<file path="src/rtl/rr_arbiter_8.sv">
// Registered 8-way round-robin arbiter feeding the 8-to-3 one-hot encoder.
// Grants are strictly one-hot and held until ack, request withdrawal, or hold timeout.
module rr_arbiter_8 #(
  parameter int unsigned N        = 8,
  parameter int unsigned MAX_HOLD = 16,
  parameter int unsigned CNT_W    = 8
) (
  input  logic         clk,
  input  logic         rst,
  input  logic [N-1:0] req,
  input  logic         ack,
  output logic [N-1:0] grant,
  output logic         busy,
  output logic         timeout
);

  localparam int unsigned IW = $clog2(N);

  typedef enum logic {
    IDLE,
    GRANT
  } state_t;

  state_t              state, state_nx;
  logic [IW-1:0]       ptr, ptr_nx;
  logic [IW-1:0]       gidx, gidx_nx;
  logic [CNT_W-1:0]    hold_cnt, hold_nx;
  logic [N-1:0]        grant_nx;
  logic                timeout_nx;

  logic [IW-1:0]       sel;
  logic [IW-1:0]       idx;
  logic                found;
  logic                expire;
  logic                release_now;

  // Rotating priority scan: ptr has highest priority, ptr-1 lowest.
  always_comb begin
    sel   = '0;
    found = 1'b0;
    idx   = '0;
    for (int unsigned i = 0; i < N; i++) begin
      idx = ptr + IW'(i);
      if (!found && req[idx]) begin
        found = 1'b1;
        sel   = idx;
      end
    end
  end

  assign expire      = (MAX_HOLD != 0) && (hold_cnt == CNT_W'(MAX_HOLD - 1));
  assign release_now = ack || !req[gidx] || expire;

  always_comb begin
    state_nx   = state;
    ptr_nx     = ptr;
    gidx_nx    = gidx;
    hold_nx    = hold_cnt;
    grant_nx   = grant;
    timeout_nx = 1'b0;
    unique case (state)
      IDLE: begin
        grant_nx = '0;
        if (found) begin
          grant_nx = N'(1) << sel;
          gidx_nx  = sel;
          hold_nx  = '0;
          state_nx = GRANT;
        end
      end
      GRANT: begin
        if (release_now) begin
          grant_nx   = '0;
          ptr_nx     = gidx + 1'b1;
          state_nx   = IDLE;
          // Only a pure expiry is reported; ack or withdrawal take precedence.
          timeout_nx = !ack && req[gidx] && expire;
        end else if (MAX_HOLD != 0) begin
          hold_nx = hold_cnt + 1'b1;
        end
      end
      default: state_nx = IDLE;
    endcase
  end

  always_ff @(posedge clk) begin
    if (rst) begin
      state    <= IDLE;
      ptr      <= '0;
      gidx     <= '0;
      hold_cnt <= '0;
      grant    <= '0;
      timeout  <= 1'b0;
    end else begin
      state    <= state_nx;
      ptr      <= ptr_nx;
      gidx     <= gidx_nx;
      hold_cnt <= hold_nx;
      grant    <= grant_nx;
      timeout  <= timeout_nx;
    end
  end

  assign busy = (state == GRANT);

endmodule

</file>
<file path="config.mk">
export PLATFORM = sky130hd
export DESIGN_NAME = rr_arbiter_8
export DESIGN_NICKNAME = d
export VERILOG_FILES = /design/src/rtl/rr_arbiter_8.sv
export SDC_FILE = /design/constraint.sdc
export NUM_CORES = 1
export LEC_CHECK = 0
export BUFFER_PORTS_ARGS = -buffer_cell sky130_fd_sc_hd__buf_2
export CAP_MARGIN = 10
export CORE_UTILIZATION = 60
export CTS_CLUSTER_DIAMETER = 150
export CTS_CLUSTER_SIZE = 28
export DETAILED_ROUTE_END_ITERATION = 12
export GPL_TIMING_DRIVEN = 1
export PLACE_DENSITY = 0.91
export SYNTH_ARGS = -nofsm -noshare
export SYNTH_HDL_FRONTEND = slang
export SYNTH_SLANG_ARGS = --single-unit
</file>
<file path="constraint.sdc">
create_clock -name clk -period 3.9 [get_ports clk]
set_clock_uncertainty 0.2 [all_clocks]
set_input_delay 0.195 -clock clk [delete_from_list [all_inputs] [get_ports clk]]
set_output_delay 0.195 -clock clk [all_outputs]
set_load 0.1 [all_outputs]
</file>
# Yosys cells after proc, flatten, opt, wreduce, memory -nomap -nowiden
# Cells that the tools add are included.
# W data, S select, Z words.
dict set report op_classes {
  add_sub_neg 9
  order_cmp 9
  eq_ne 4
  n_shift 1
  muxes 43
  bitwise 2
  reduce_logical 24
}
# operator n
set ops {}
lappend ops {{$lt A3 B4 Y1 const B} 9}
lappend ops {{$mux W8} 4}
lappend ops {{$pmux W8 S2} 2}
lappend ops {{$bmux W1 S3} 9}
lappend ops {{$mux W3} 8}
lappend ops {{$mux W1} 19}
lappend ops {{$add A3 B3 Y3 const B} 4}
lappend ops {{$logic_and A1 B1 Y1} 9}
lappend ops {{$logic_not A1 Y1} 9}
lappend ops {{$add A8 B1 Y8 const B} 1}
lappend ops {{$eq A8 B4 Y1 const B} 1}
lappend ops {{$shl A1 B3 Y8 const A} 1}
lappend ops {{$add A3 B1 Y3 const B} 2}
lappend ops {{$add A3 B2 Y3 const B} 2}
lappend ops {{$reduce_and A2 Y1} 3}
lappend ops {{$ne A2 B2 Y1 const B} 2}
lappend ops {{$reduce_or A3 Y1} 1}
lappend ops {{$logic_or A1 B1 Y1} 2}
lappend ops {{$ne A2 B1 Y1 const B} 1}
lappend ops {{$not A1 Y1} 2}
lappend ops {{$pmux W1 S2} 1}
dict set report totals {
  ff_bits 24
  input_bits 11
  word_cells 98
}

# Depth between registers and ports, before layout
# Gate-level depths: netlist of run 1.
dict set report logic_depth {
  ltp_word 27
  ltp_mapped 13
}

# Worst setup path after synthesis of run 1
# No wires, ideal clock.
dict set report synth_timing {
  kind {register to register}
  from {register ptr[0]}
  to {register grant[1]}
  setup_ns 0.119
  t_arrival_ns 2.906
  required_ns 3.581
  path_slack_ns 0.676
  path_stages_with_launch 12
  n_path_buf 3
  path_cell_list {dfxtp_1 -> buf_6 -> buf_6 -> inv_1 -> ha_1 -> buf_6 -> mux4_1 -> mux2i_4 -> nor2b_4 -> nand3_4 -> o32a_1 -> a22o_1}
}
dict set report synth_between {
  elab_chain_len 27
  elab_cells_between_ends 56
  classes_between {add/sub: 7; shift: 1; mux: 34; reduce/logical: 14}
}
# element line
set synth_lines {}
lappend synth_lines {{start: declaration} 25} ;# logic [IW-1:0] ptr, ptr_nx;
lappend synth_lines {{start signal: assignment} 96} ;# ptr <= ptr_nx;
lappend synth_lines {{branches (longest 25 deep; another with $add A3 B1 Y3)} n/a}
lappend synth_lines {{$mux W8 *} 64} ;# if (found) begin
lappend synth_lines {{$pmux W8 S2 *} 61} ;# unique case (state)
lappend synth_lines {{end signal: assignment} 99} ;# grant <= grant_nx;
lappend synth_lines {{end: declaration} 12} ;# output logic [N-1:0] grant,
# Every way passes the cells marked *. The select of a mux whose other input is x is not followed.
# A chain may end at the register's enable or synchronous reset.

# Worst setup path in the final report of run 1
dict set report layout_timing {
  from {register ptr[0]}
  to {register grant[3]}
}
# Same word-level chain as after synthesis.

==> metrics.csv, run 1 <==
stage;metric;value;unit
timing;maxSlewHeadroom;41.4;%
timing;worst_pin_slew;0.878;ns
timing;fin_crit_sh;86.8;%
finish;final_cell_count_no_fill;269;
timing;setup_tns;0;ns
pwr;ir_drop;328;µV
critical_path;critPathMaxStageDelay;0.57;ns
clocking;cts.clk_slew.worst_paths;0.14;ns
die;start_util;63.8;%
placed_design;placed_area;2250;µm²
synthesis;syn-num-nets;220;
critical_path;cpMaxStageDelayCell;o32ai_1;
finish;utilization;67.9;%
detailed_routing;wl;4710;µm
finish;num_antenna_cells;0;
synthesis;synthSimpleGateAreaFrac;16.1;%
pwr;combinationalPowerShare;58.2;%
clocking;cts_buffers;3;
synthesis;synth_mux_area_share;26.8;%
die;die_w;62.3;µm
timing;setup_viol;0;
synthesis;synth_top_area_share;22.0;%
grt;track_usage;26.7;%
grt;grt_pass1_vias;1672;
die;die_y;62.3;µm
timing;finalHoldViolCount;0;
finish;design_area;2320;µm²
critical_path;worstReg2RegStart;ptr[0];
die;core;3420;µm²
detailed_routing;dr.first_iter.drc_count;95;
pwr;power;1.13;mW
synthesis;yosys_warnings;0;
synthesis;syn_area_per_cell;10.6;µm²
placed_design;io_buffer_count;20;
detailed_routing;via_count;1724;
pwr;switching_share;44.7;%
synthesis;synth.distinct_cells;66;
synthesis;synthCells;205;
worst_hold_path;min_path_type;reg -> reg;
timing;period_needed;3.38;ns
critical_path;worstSetupPathType;reg -> reg;
grt;grt_max_degree;20;
timing;rsz0062_at_grt;false;
finish;finalNetCount;239;
synthesis;synth_area;2180;µm²
placed_design;dp_hpwl;3380;µm
clocking;cts_tree;yes;
synthesis;synth_top_family_by_area;multiplexers;
synthesis;seq_area_frac_synth;22.0;%
detailed_routing;viasPerCell;6.41;
clocking;htreeDepth;1;
critical_path;critPathLaunch;ptr[0];
clocking;cts.sinks;24;
synthesis;synthTopCellsByArea;dfxtp_1 22%, mux4_2 13%, mux2i_1 6.0%;
die;design.die.area;3880;µm²
detailed_routing;drc;0;
clocking;clk_latency;0.32;ns
critical_path;r2r_slack;0.52;ns
timing;fmax;296;MHz
synthesis;synth_seq_cells;24;
synthesis;yosysMostFrequentCell;dfxtp_1;
finish;drive_gt1_share;31.8;%
critical_path;timing.rr.end;grant[3];
synthesis;synthArstFlopShare;0;%
synthesis;synth_fa_ha_area_share;2.29;%
grt;grt_pass1_wl;8230;µm
detailed_routing;dr.pass1.iters;4;
placed_design;placed_cells;263;
critical_path;crit_end;grant[3];
pwr;p_clk_share;15.9;%
critical_path;start_kind;flop;
pwr;cellInternalPower;623;µW
synthesis;synth_xor_area_share;4.82;%
synthesis;synth-edff-count;0;
detailed_routing;wl_per_cell;17.5;µm
pwr;p_sw;503;µW
critical_path;endpoint_kind;flop;
die;rows;21;
pwr;sequentialPowerShare;26.0;%
grt;overflow;0;
synthesis;ys.flop_type;dfxtp_1;
synthesis;synth-compound-area-share;22.0;%
pwr;powerDensity;486;nW/µm²
critical_path;critPathRequiredTime;3.98;ns
detailed_routing;drtAntennaViolNets;0;
clocking;clk_path_buf_depth;2;
run;cap_violations;0;
timing;drv_slew;0;
pwr;static-leakage-power;0.869;nW
clocking;root_buffer;clkbuf_4;
synthesis;synth_top_area_cell;dfxtp_1;
finish;syn2layout_area_growth;6.31;%
outcome;status;completed;
grt;antenna_found_initial;0;
die;boundaryPins;21;
critical_path;worstPathCellList;inv_1 > ha_1 > buf_4 > mux2_2 > a221oi_4 > a32o_2 > nand3_4 > o32ai_1 > a22o_1;
critical_path;worstPathMaxFanout;10;
critical_path;cp.arrival;3.46;ns
synthesis;yosys-top-cells-count;24 x dfxtp_1, 22 x nor2_1, 16 x nand2_1;
placed_design;gp_congestion;0.898;
critical_path;r2r.worst_path.cells;9;
critical path: cells and delay by family, from the launching register on:
| kind | cells | cell delay [ns] |
|---|---|---|
| AOI/OAI and AO/OA | 4 | 1.44 |
| adders and majority gates | 1 | 0.50 |
| DFF | 1 | 0.37 |
| muxes | 1 | 0.37 |
| buffers and inverters | 2 | 0.33 |
| and+or+nand+nor | 1 | 0.12 |
through the flow:
stage	hold WS, ns	setup slack (ns)
3_5_place_dp	0.240	0.596
6_report	0.261	0.517
2_1_floorplan	0.172	0.676
5_1_grt	0.296	0.281
4_1_cts	0.259	0.552
3_3_place_gp	0.238	0.649
worst min path at each step:
stage	start	endpoint	slack, ns	cells after the start
floorplan	ack	timeout	0.17	3
global placement	grant[5]	grant[5]	0.24	2
detailed placement	grant[5]	grant[5]	0.24	2
CTS	grant[6]	grant[6]	0.26	2
global route	grant[4]	grant[4]	0.30	2
finish	grant[4]	grant[4]	0.26	2
state kept, by name, summed over array words and instances, names as in the netlist:
signal    cells
busy          1
grant         8
gidx          3
hold_cnt      8
ptr           3
timeout       1
kinds of logic after synthesis:
family                     after synthesis
AOI/OAI and AO/OA                       50
xor gates and xnor gates                12
adders and majority gates                4
buffers and inverters                   15
DFF                                     24
muxes                                   36
and+or+nand+nor                         64
cell usage in the layout (no fill, tap or decap), types with 2 or more instances in the layout:
cell type | synthesis | layout
dfxtp_1 | 24 | 24
a21oi_1 | 7 | 7
o21ai_1 | 3 | 3
dlygate4sd3_1 | 0 | 2
o21ai_0 | 6 | 6
mux2i_1 | 13 | 13
xnor2_1 | 3 | 3
buf_2 | 1 | 20
mux2_4 | 2 | 2
nand2b_1 | 4 | 4
mux4_2 | 13 | 13
o211ai_1 | 2 | 2
nor2_1 | 22 | 22
a211oi_2 | 2 | 2
mux2_2 | 5 | 5
inv_1 | 4 | 4
nor2b_1 | 2 | 2
a22oi_1 | 3 | 3
and3_1 | 4 | 4
ha_1 | 4 | 4
mux4_1 | 2 | 2
a22o_1 | 4 | 4
nand2_1 | 16 | 16
clkbuf_4 | 0 | 3
xor2_1 | 9 | 9
a32oi_4 | 2 | 2
a31oi_1 | 2 | 2
buf_4 | 0 | 3
layer usage:
metal / track usage (%) / routed length [µm] / vias up
met3: 4.78 / 205 / 13
met2: 42.6 / 2310 / 62
met5: 0 / 0 / -
li1: - / - / 820
met1: 35.8 / 2080 / 829
met4: 10.8 / 112 / 0
timing repair:
| item | CTS | global route |
|---|---|---|
| hold endpoints to repair | 7 | 0 |
| hold buffers | 2 | 0 |
| gates resized for setup | 0 | 0 |
| setup buffers | 0 | 0 |
| endpoints found under the setup margin | 0 | 0 |
power groups by stage:
stage          Clock (mW)  Sequential (mW)  Combinational [mW]
2_1_floorplan           0            0.376               0.479
3_3_place_gp            0            0.296               0.630
3_5_place_dp            0            0.297               0.641
4_1_cts             0.179            0.292               0.645
5_1_grt             0.196            0.297               0.696
6_report            0.179            0.293               0.655
layout make-up:
| cell class | instances | area (µm²) |
|---|---|---|
| multi-input combinational | 166 | 1570 |
| fill | 248 | 1100 |
| sequential | 24 | 480 |
| timing repair buffer | 25 | 143 |
| tap | 46 | 57.6 |
| clock inverter | 1 | 30.0 |
| clock buffer | 3 | 22.5 |
| inverter | 4 | 15.0 |
Power figures use the tool's default switching activity.
==> run 2, diff against run 1 <==
==> constraint.sdc (replaced) <==
create_clock -name clk -period 3.9 [get_ports clk]
set_clock_uncertainty 0.2 [all_clocks]
set_input_delay 0.39 -clock clk [delete_from_list [all_inputs] [get_ports clk]]
set_output_delay 0.39 -clock clk [all_outputs]
set_load 0.1 [all_outputs]
==> run 2 against run 1 <==
  * Power shrank 0.70%
  * Worst hold slack lost 0.11 ns
  * Combinational power decreased by 0.9%
  * Non-clock buffer count fell by 2
  * Highest routed layer unchanged
  * Flip-flop and latch count unchanged
  * Design area shrank 0.86%
  * Core utilization shrank 0.59 points
  * Largest cell class unchanged
  * Sequential share of layout area up 0.18 points
==> metrics.csv, run 2 (synthesis results as in run 1) <==
stage;metric;value;unit;change
outcome;status;completed;;unchanged
die;die_y;62.3;µm;unchanged
clocking;htreeDepth;1;;unchanged
detailed_routing;dr.first_iter.drc_count;85;;was 95
worst_hold_path;worstHoldStart;ack;;was grant[4]
run;cap_violations;0;;unchanged
clocking;root_buffer;clkbuf_4;;unchanged
grt;grt_pass1_vias;1689;;was 1672
placed_design;gp_congestion;0.898;;unchanged
die;start_util;63.8;%;unchanged
critical_path;critPathRequiredTime;3.98;ns;about the same
die;boundaryPins;21;;unchanged
timing;maxSlewHeadroom;42.0;%;was 41.4%
timing;rsz0062_at_grt;false;;unchanged
detailed_routing;dr.pass1.iters;4;;unchanged
grt;overflow;0;;unchanged
grt;grt_max_degree;20;;unchanged
clocking;post_cts_resized;0;;unchanged
timing;period_needed;3.33;ns;was 3.38 ns
worst_hold_path;whs_endpoint;timeout;;was grant[4]
placed_design;dp_hpwl;3380;µm;unchanged
finish;num_antenna_cells;0;;unchanged
clocking;post_cts_buffers;0;;unchanged
critical_path;cpMaxStageDelayCell;o32ai_1;;unchanged
timing;worst_pin_slew;0.869;ns;was 0.878 ns
timing;finalHoldViolCount;0;;unchanged
pwr;powerDensity;486;nW/µm²;about the same
clocking;cts_tree;yes;;unchanged
worst_hold_path;holdPathStages;4;;was 2
pwr;static-leakage-power;0.861;nW;was 0.869 nW
clocking;clk_path_buf_depth;2;;unchanged
finish;final-seq-area;480;µm²;unchanged
timing;fmax;300;MHz;was 296 MHz
timing;setup_tns;0;ns;unchanged
finish;reg_top3;grant (8), hold_cnt (8);;unchanged
detailed_routing;wl;4580;µm;was 4710 µm
critical_path;endpoint_kind;flop;;unchanged
critical_path;worstReg2RegStart;ptr[0];;unchanged
pwr;ir_drop;326;µV;was 328 µV
detailed_routing;drtAntennaViolNets;0;;unchanged
grt;track_usage;26.0;%;was 26.7%
die;rows;21;;unchanged
timing;drv_slew;0;;unchanged
die;core;3420;µm²;unchanged
finish;num-fill-cells;251;;was 248
finish;final_common_cell;dfxtp_1;;unchanged
finish;mostFrequentLayoutCells;24 x dfxtp_1, 22 x nor2_1, 20 x buf_2;;unchanged
critical_path;worstPathMaxFanout;10;;unchanged
clocking;cts.clk_slew.worst_paths;0.13;ns;was 0.14 ns
placed_design;placed_area;2250;µm²;unchanged
critical_path;critPathMaxStageDelay;0.56;ns;was 0.57 ns
critical_path;timing.rr.end;grant[3];;unchanged
detailed_routing;drc;0;;unchanged
pwr;power;1.12;mW;was 1.13 mW
detailed_routing;wl_per_cell;17.1;µm;was 17.5 µm
timing;fin_crit_sh;85.5;%;was 86.8%
clocking;hold_buffers;0;;was 2
clocking;cts_buffers;3;;unchanged
die;die_w;62.3;µm;unchanged
placed_design;io_buffer_count;20;;unchanged
worst_hold_path;min_path_type;in -> reg;;was reg -> reg
die;design.die.area;3880;µm²;unchanged
timing;holdWs;0.150;ns;was 0.261 ns
critical_path;r2r_slack;0.57;ns;was 0.52 ns
critical_path;cp.arrival;3.41;ns;was 3.46 ns
finish;drive_gt1_share;32.1;%;was 31.8%
finish;design_area;2300;µm²;was 2320 µm²
clocking;clk_latency;0.32;ns;about the same
grt;grt_pass1_wl;8070;µm;was 8230 µm
critical_path;worstPathCellList;inv_1 > ha_1 > buf_4 > mux2_2 > a221oi_4 > a32o_2 > nand3_4 > o32ai_1 > a22o_1;;unchanged
finish;multi_input_area;1570;µm²;unchanged
grt;antenna_found_initial;0;;unchanged
critical_path;worstSetupPathType;reg -> reg;;unchanged
critical_path;start_kind;flop;;unchanged
clocking;cts.sinks;24;;unchanged
timing;setup_viol;0;;unchanged
detailed_routing;viasPerCell;6.49;;was 6.41
finish;finalNetCount;237;;was 239
critical_path;r2r.worst_path.cells;9;;unchanged
finish;syn2layout_area_growth;5.39;%;was 6.31%
detailed_routing;via_count;1732;;was 1724
[run 2: cell types whose count changed in the layout (fill, tap and decap cells not counted)]
| cell | delta |
|---|---|
| dlygate4sd3_1 | -2 |
[run 2: per-layer routing]
layer,wire (µm),up-vias,global-route usage [%]
met5,0,-,0
met1,2050,835,34.9
met3,222,13,4.60
li1,-,823,-
met4,83,0,10.8
met2,2220,61,41.5
[run 2: cell type report]
class | count | area share [%]
multi-input combinational | 166 | 68.3
sequential | 24 | 20.9
timing repair buffer | 23 | 5.33
tap | 46 | 2.50
clock inverter | 1 | 1.31
clock buffer | 3 | 0.980
inverter | 4 | 0.653
[run 2: power breakdown]
group          internal [mW]  total [mW]  switching [mW]
Combinational          0.250       0.649           0.399
Clock                  0.104       0.177          0.0732
Sequential             0.268       0.292          0.0245
Total                  0.622        1.12           0.496
[run 2: worst max path at each step]
stage	from	endpoint	slack (ns)	cells past startpoint
5_1_grt	ptr[0]	grant[5]	0.32	10
4_1_cts	ptr[0]	grant[3]	0.55	9
6_report	ptr[0]	grant[3]	0.57	9
3_5_place_dp	ptr[1]	grant[5]	0.60	9
2_1_floorplan	ptr[0]	grant[1]	0.68	11
3_3_place_gp	ptr[1]	grant[3]	0.65	9
[run 2: critical path, delay by kind of cell (launching register included)]
family	cells	cell delay [ns]
adders and majority gates	1	0.48
muxes	1	0.37
and+or+nand+nor	1	0.11
buffers and inverters	2	0.33
AOI/OAI and AO/OA	4	1.42
DFF	1	0.37
[run 2: per-stage QoR]
step                      setup WS [ns]  std cells  utilization (%)
after floorplan                   0.676        205                -
after global placement            0.649        263             65.8
after detailed placement          0.596        263             65.8
after CTS                         0.552        267             67.3
after global routing              0.318        267             67.3
final                             0.565        267             67.3
==> run 3, diff against run 2 <==
==> config.mk (replaced) <==
export PLATFORM = sky130hd
export DESIGN_NAME = rr_arbiter_8
export DESIGN_NICKNAME = d
export VERILOG_FILES = /design/src/rtl/rr_arbiter_8.sv
export SDC_FILE = /design/constraint.sdc
export NUM_CORES = 1
export LEC_CHECK = 0
export CAP_MARGIN = 10
export CORE_UTILIZATION = 64
export CTS_CLUSTER_DIAMETER = 150
export CTS_CLUSTER_SIZE = 28
export DETAILED_ROUTE_END_ITERATION = 12
export DONT_BUFFER_PORTS = 1
export GPL_TIMING_DRIVEN = 0
export PLACE_DENSITY = 0.9
export SYNTH_ARGS = -nofsm -noshare
export SYNTH_HDL_FRONTEND = slang
export SYNTH_SLANG_ARGS = --single-unit
==> run 3 against run 2 <==
  * Clock power is essentially flat
  * Core utilization is 5.3 points higher
  * Largest cell class unchanged
  * Highest routed layer unchanged
  * Power is 0.81% higher
  * Die area shrank 6.1%
  * Non-clock buffer count is 12 lower
  * Wire length grew 4.7%
  * Sequential share of layout area up 0.091 points
  * Flip-flop and latch count did not move
  * Clock-buffer cell count did not move
==> metrics.csv, run 3 (synthesis results as in run 1) <==
stage;metric;value;unit;change
detailed_routing;drtAntennaViolNets;0;;unchanged
die;core;3150;µm²;was 3420 µm²
pwr;p_clk_share;15.8;%;was 15.9%
finish;finalNetCount;225;;was 237
critical_path;worstPathMaxFanout;10;;unchanged
critical_path;worstReg2RegStart;ptr[1];;was ptr[0]
clocking;cts.sinks;24;;unchanged
detailed_routing;dr.first_iter.drc_count;137;;was 85
timing;finalHoldViolCount;0;;unchanged
timing;drv_slew;0;;unchanged
detailed_routing;via_count;1728;;was 1732
detailed_routing;dr.pass1.iters;4;;unchanged
clocking;hold_buffers;0;;unchanged
finish;mostFrequentLayoutCells;24 x dfxtp_1, 22 x nor2_1, 16 x nand2_1;;was 24 x dfxtp_1, 22 x nor2_1, 20 x buf_2
die;design.die.area;3650;µm²;was 3880 µm²
detailed_routing;wl;4790;µm;was 4580 µm
timing;worst_pin_slew;1.19;ns;was 0.869 ns
outcome;status;completed;;unchanged
worst_hold_path;worstHoldStart;ack;;unchanged
critical_path;worst-path-buf-inv;3;;was 2
finish;utilization;72.6;%;was 67.3%
placed_design;dp_hpwl;3630;µm;was 3380 µm
pwr;ir_drop;252;µV;was 326 µV
pwr;combinationalPowerShare;50.8;%;was 58.0%
pwr;powerDensity;493;nW/µm²;was 486 nW/µm²
placed_design;dp_slack;0.205;ns;was 0.596 ns
grt;grt_max_degree;15;;was 20
critical_path;cp.arrival;3.73;ns;was 3.41 ns
die;start_util;69.2;%;was 63.8%
finish;num-fill-cells;237;;was 251
placed_design;gp_congestion;0.939;;was 0.898
pwr;static-leakage-power;0.809;nW;was 0.861 nW
timing;maxSlewHeadroom;20.2;%;was 42.0%
finish;num_antenna_cells;0;;unchanged
pwr;cellInternalPower;632;µW;was 622 µW
critical_path;worstSetupPathType;reg -> reg;;unchanged
die;boundaryPins;21;;unchanged
grt;antenna_found_initial;0;;unchanged
clocking;post_cts_resized;0;;unchanged
die;die_w;60.4;µm;was 62.3 µm
critical_path;worstPathCellList;clkbuf_8 > inv_1 > ha_1 > buf_6 > mux4_1 > mux2i_4 > nor2b_4 > a41oi_2 > o2111ai_1 > xor2_1 > nor2_1;;was inv_1 > ha_1 > buf_4 > mux2_2 > a221oi_4 > a32o_2 > nand3_4 > o32ai_1 > a22o_1
critical_path;critPathMaxStageDelay;0.68;ns;was 0.56 ns
clocking;cts_tree;yes;;unchanged
finish;final_common_cell;dfxtp_1;;unchanged
placed_design;io_buffer_count;0;;was 20
die;rows;20;;was 21
critical_path;critPathRequiredTime;3.93;ns;was 3.98 ns
timing;rsz0062_at_grt;false;;unchanged
die;die_y;60.4;µm;was 62.3 µm
detailed_routing;viasPerCell;6.83;;was 6.49
timing;fin_crit_sh;94.9;%;was 85.5%
grt;track_usage;28.9;%;was 26.0%
critical_path;start_kind;flop;;unchanged
clocking;post_cts_buffers;0;;unchanged
pwr;switching_share;43.9;%;was 44.4%
timing;fmax;270;MHz;was 300 MHz
critical_path;critPathLaunch;ptr[1];;was ptr[0]
pwr;sequentialPowerShare;33.5;%;was 26.1%
grt;overflow;0;;unchanged
grt;grt_pass1_vias;1652;;was 1689
grt;grt_pass1_wl;7780;µm;was 8070 µm
timing;period_needed;3.70;ns;was 3.33 ns
timing;setup_viol;0;;unchanged
worst_hold_path;min_path_type;in -> reg;;unchanged
detailed_routing;drc;0;;unchanged
timing;final.setup.worst_slack;0.199;ns;was 0.565 ns
critical_path;endpoint_kind;flop;;unchanged
pwr;p_sw;495;µW;was 496 µW
clocking;cts.clk_slew.worst_paths;0.13;ns;about the same
finish;syn2layout_area_growth;4.93;%;was 5.39%
run;cap_violations;0;;unchanged
clocking;htreeDepth;1;;unchanged
detailed_routing;wl_per_cell;18.9;µm;was 17.1 µm
finish;drive_gt1_share;27.3;%;was 32.1%
clocking;root_buffer;clkbuf_4;;unchanged
clocking;cts_buffers;3;;unchanged
critical_path;cpMaxStageDelayCell;mux4_1;;was o32ai_1
timing;setup_tns;0;ns;unchanged
pwr;power;1.13;mW;was 1.12 mW
finish;reg_top3;grant (8), hold_cnt (8);;unchanged
critical_path;path_delay_family;multiplexers;;was compound AO/OA/AOI/OAI gates
clocking;clk_latency;0.31;ns;was 0.32 ns
clocking;clk_path_buf_depth;2;;unchanged
run 3: cell count changes in the layout (fill, tap and decap cells not counted), sizes merged:
cell	change
buf	-17
clkbuf	+4
clkdlybuf4s25	+1
run 3: layer usage:
metal  track usage (%)  part of all wire, %  wire [µm]
met2              49.0                   52       2510
met3              4.69                  6.4        306
met1              38.3                   40       1930
met5                 0                    0          0
met4              7.64                 0.96         46
run 3: worst paths after layout:
kind	end	slack (ns)	cells after the start
worst max-delay path	hold_cnt[6]	0.20	11
worst min-delay path	timeout	0.07	3
worst max register to register	hold_cnt[6]	0.20	11
worst min register to register	gidx[2]	0.35	2
run 3: metrics by stage:
stage | hold slack [ns] | instances | instance area (µm²)
2_1_floorplan | 0.280 | 205 | 2180
3_5_place_dp | 0.324 | 249 | 2240
5_1_grt | 0.0602 | 253 | 2290
4_1_cts | 0.0539 | 253 | 2290
6_report | 0.0671 | 253 | 2290
3_3_place_gp | 0.297 | 249 | 2240
run 3: layout make-up:
type                            count  area, µm²  area share (%)
Clock inverter                      1       30.0            1.31
Buffer                             11        115            5.03
Inverter                            4       15.0           0.656
Sequential cell                    24        480            21.0
Clock buffer                        3       22.5           0.984
Multi-Input combinational cell    166       1570            68.6
Tap cell                           44       55.1            2.41
run 3: power groups by stage:
stage / Sequential [mW] / Combinational (mW) / Clock, mW
finish: 0.377 / 0.572 / 0.178
global route: 0.380 / 0.610 / 0.192
global placement: 0.381 / 0.544 / 0
floorplan: 0.376 / 0.479 / 0
CTS: 0.377 / 0.568 / 0.182
detailed placement: 0.382 / 0.563 / 0
run 3: tightest hold or removal path, cell delays in order:
cell     delay (ns)
nor2_1         0.04
nand2_1        0.07
nor3_1         0.05
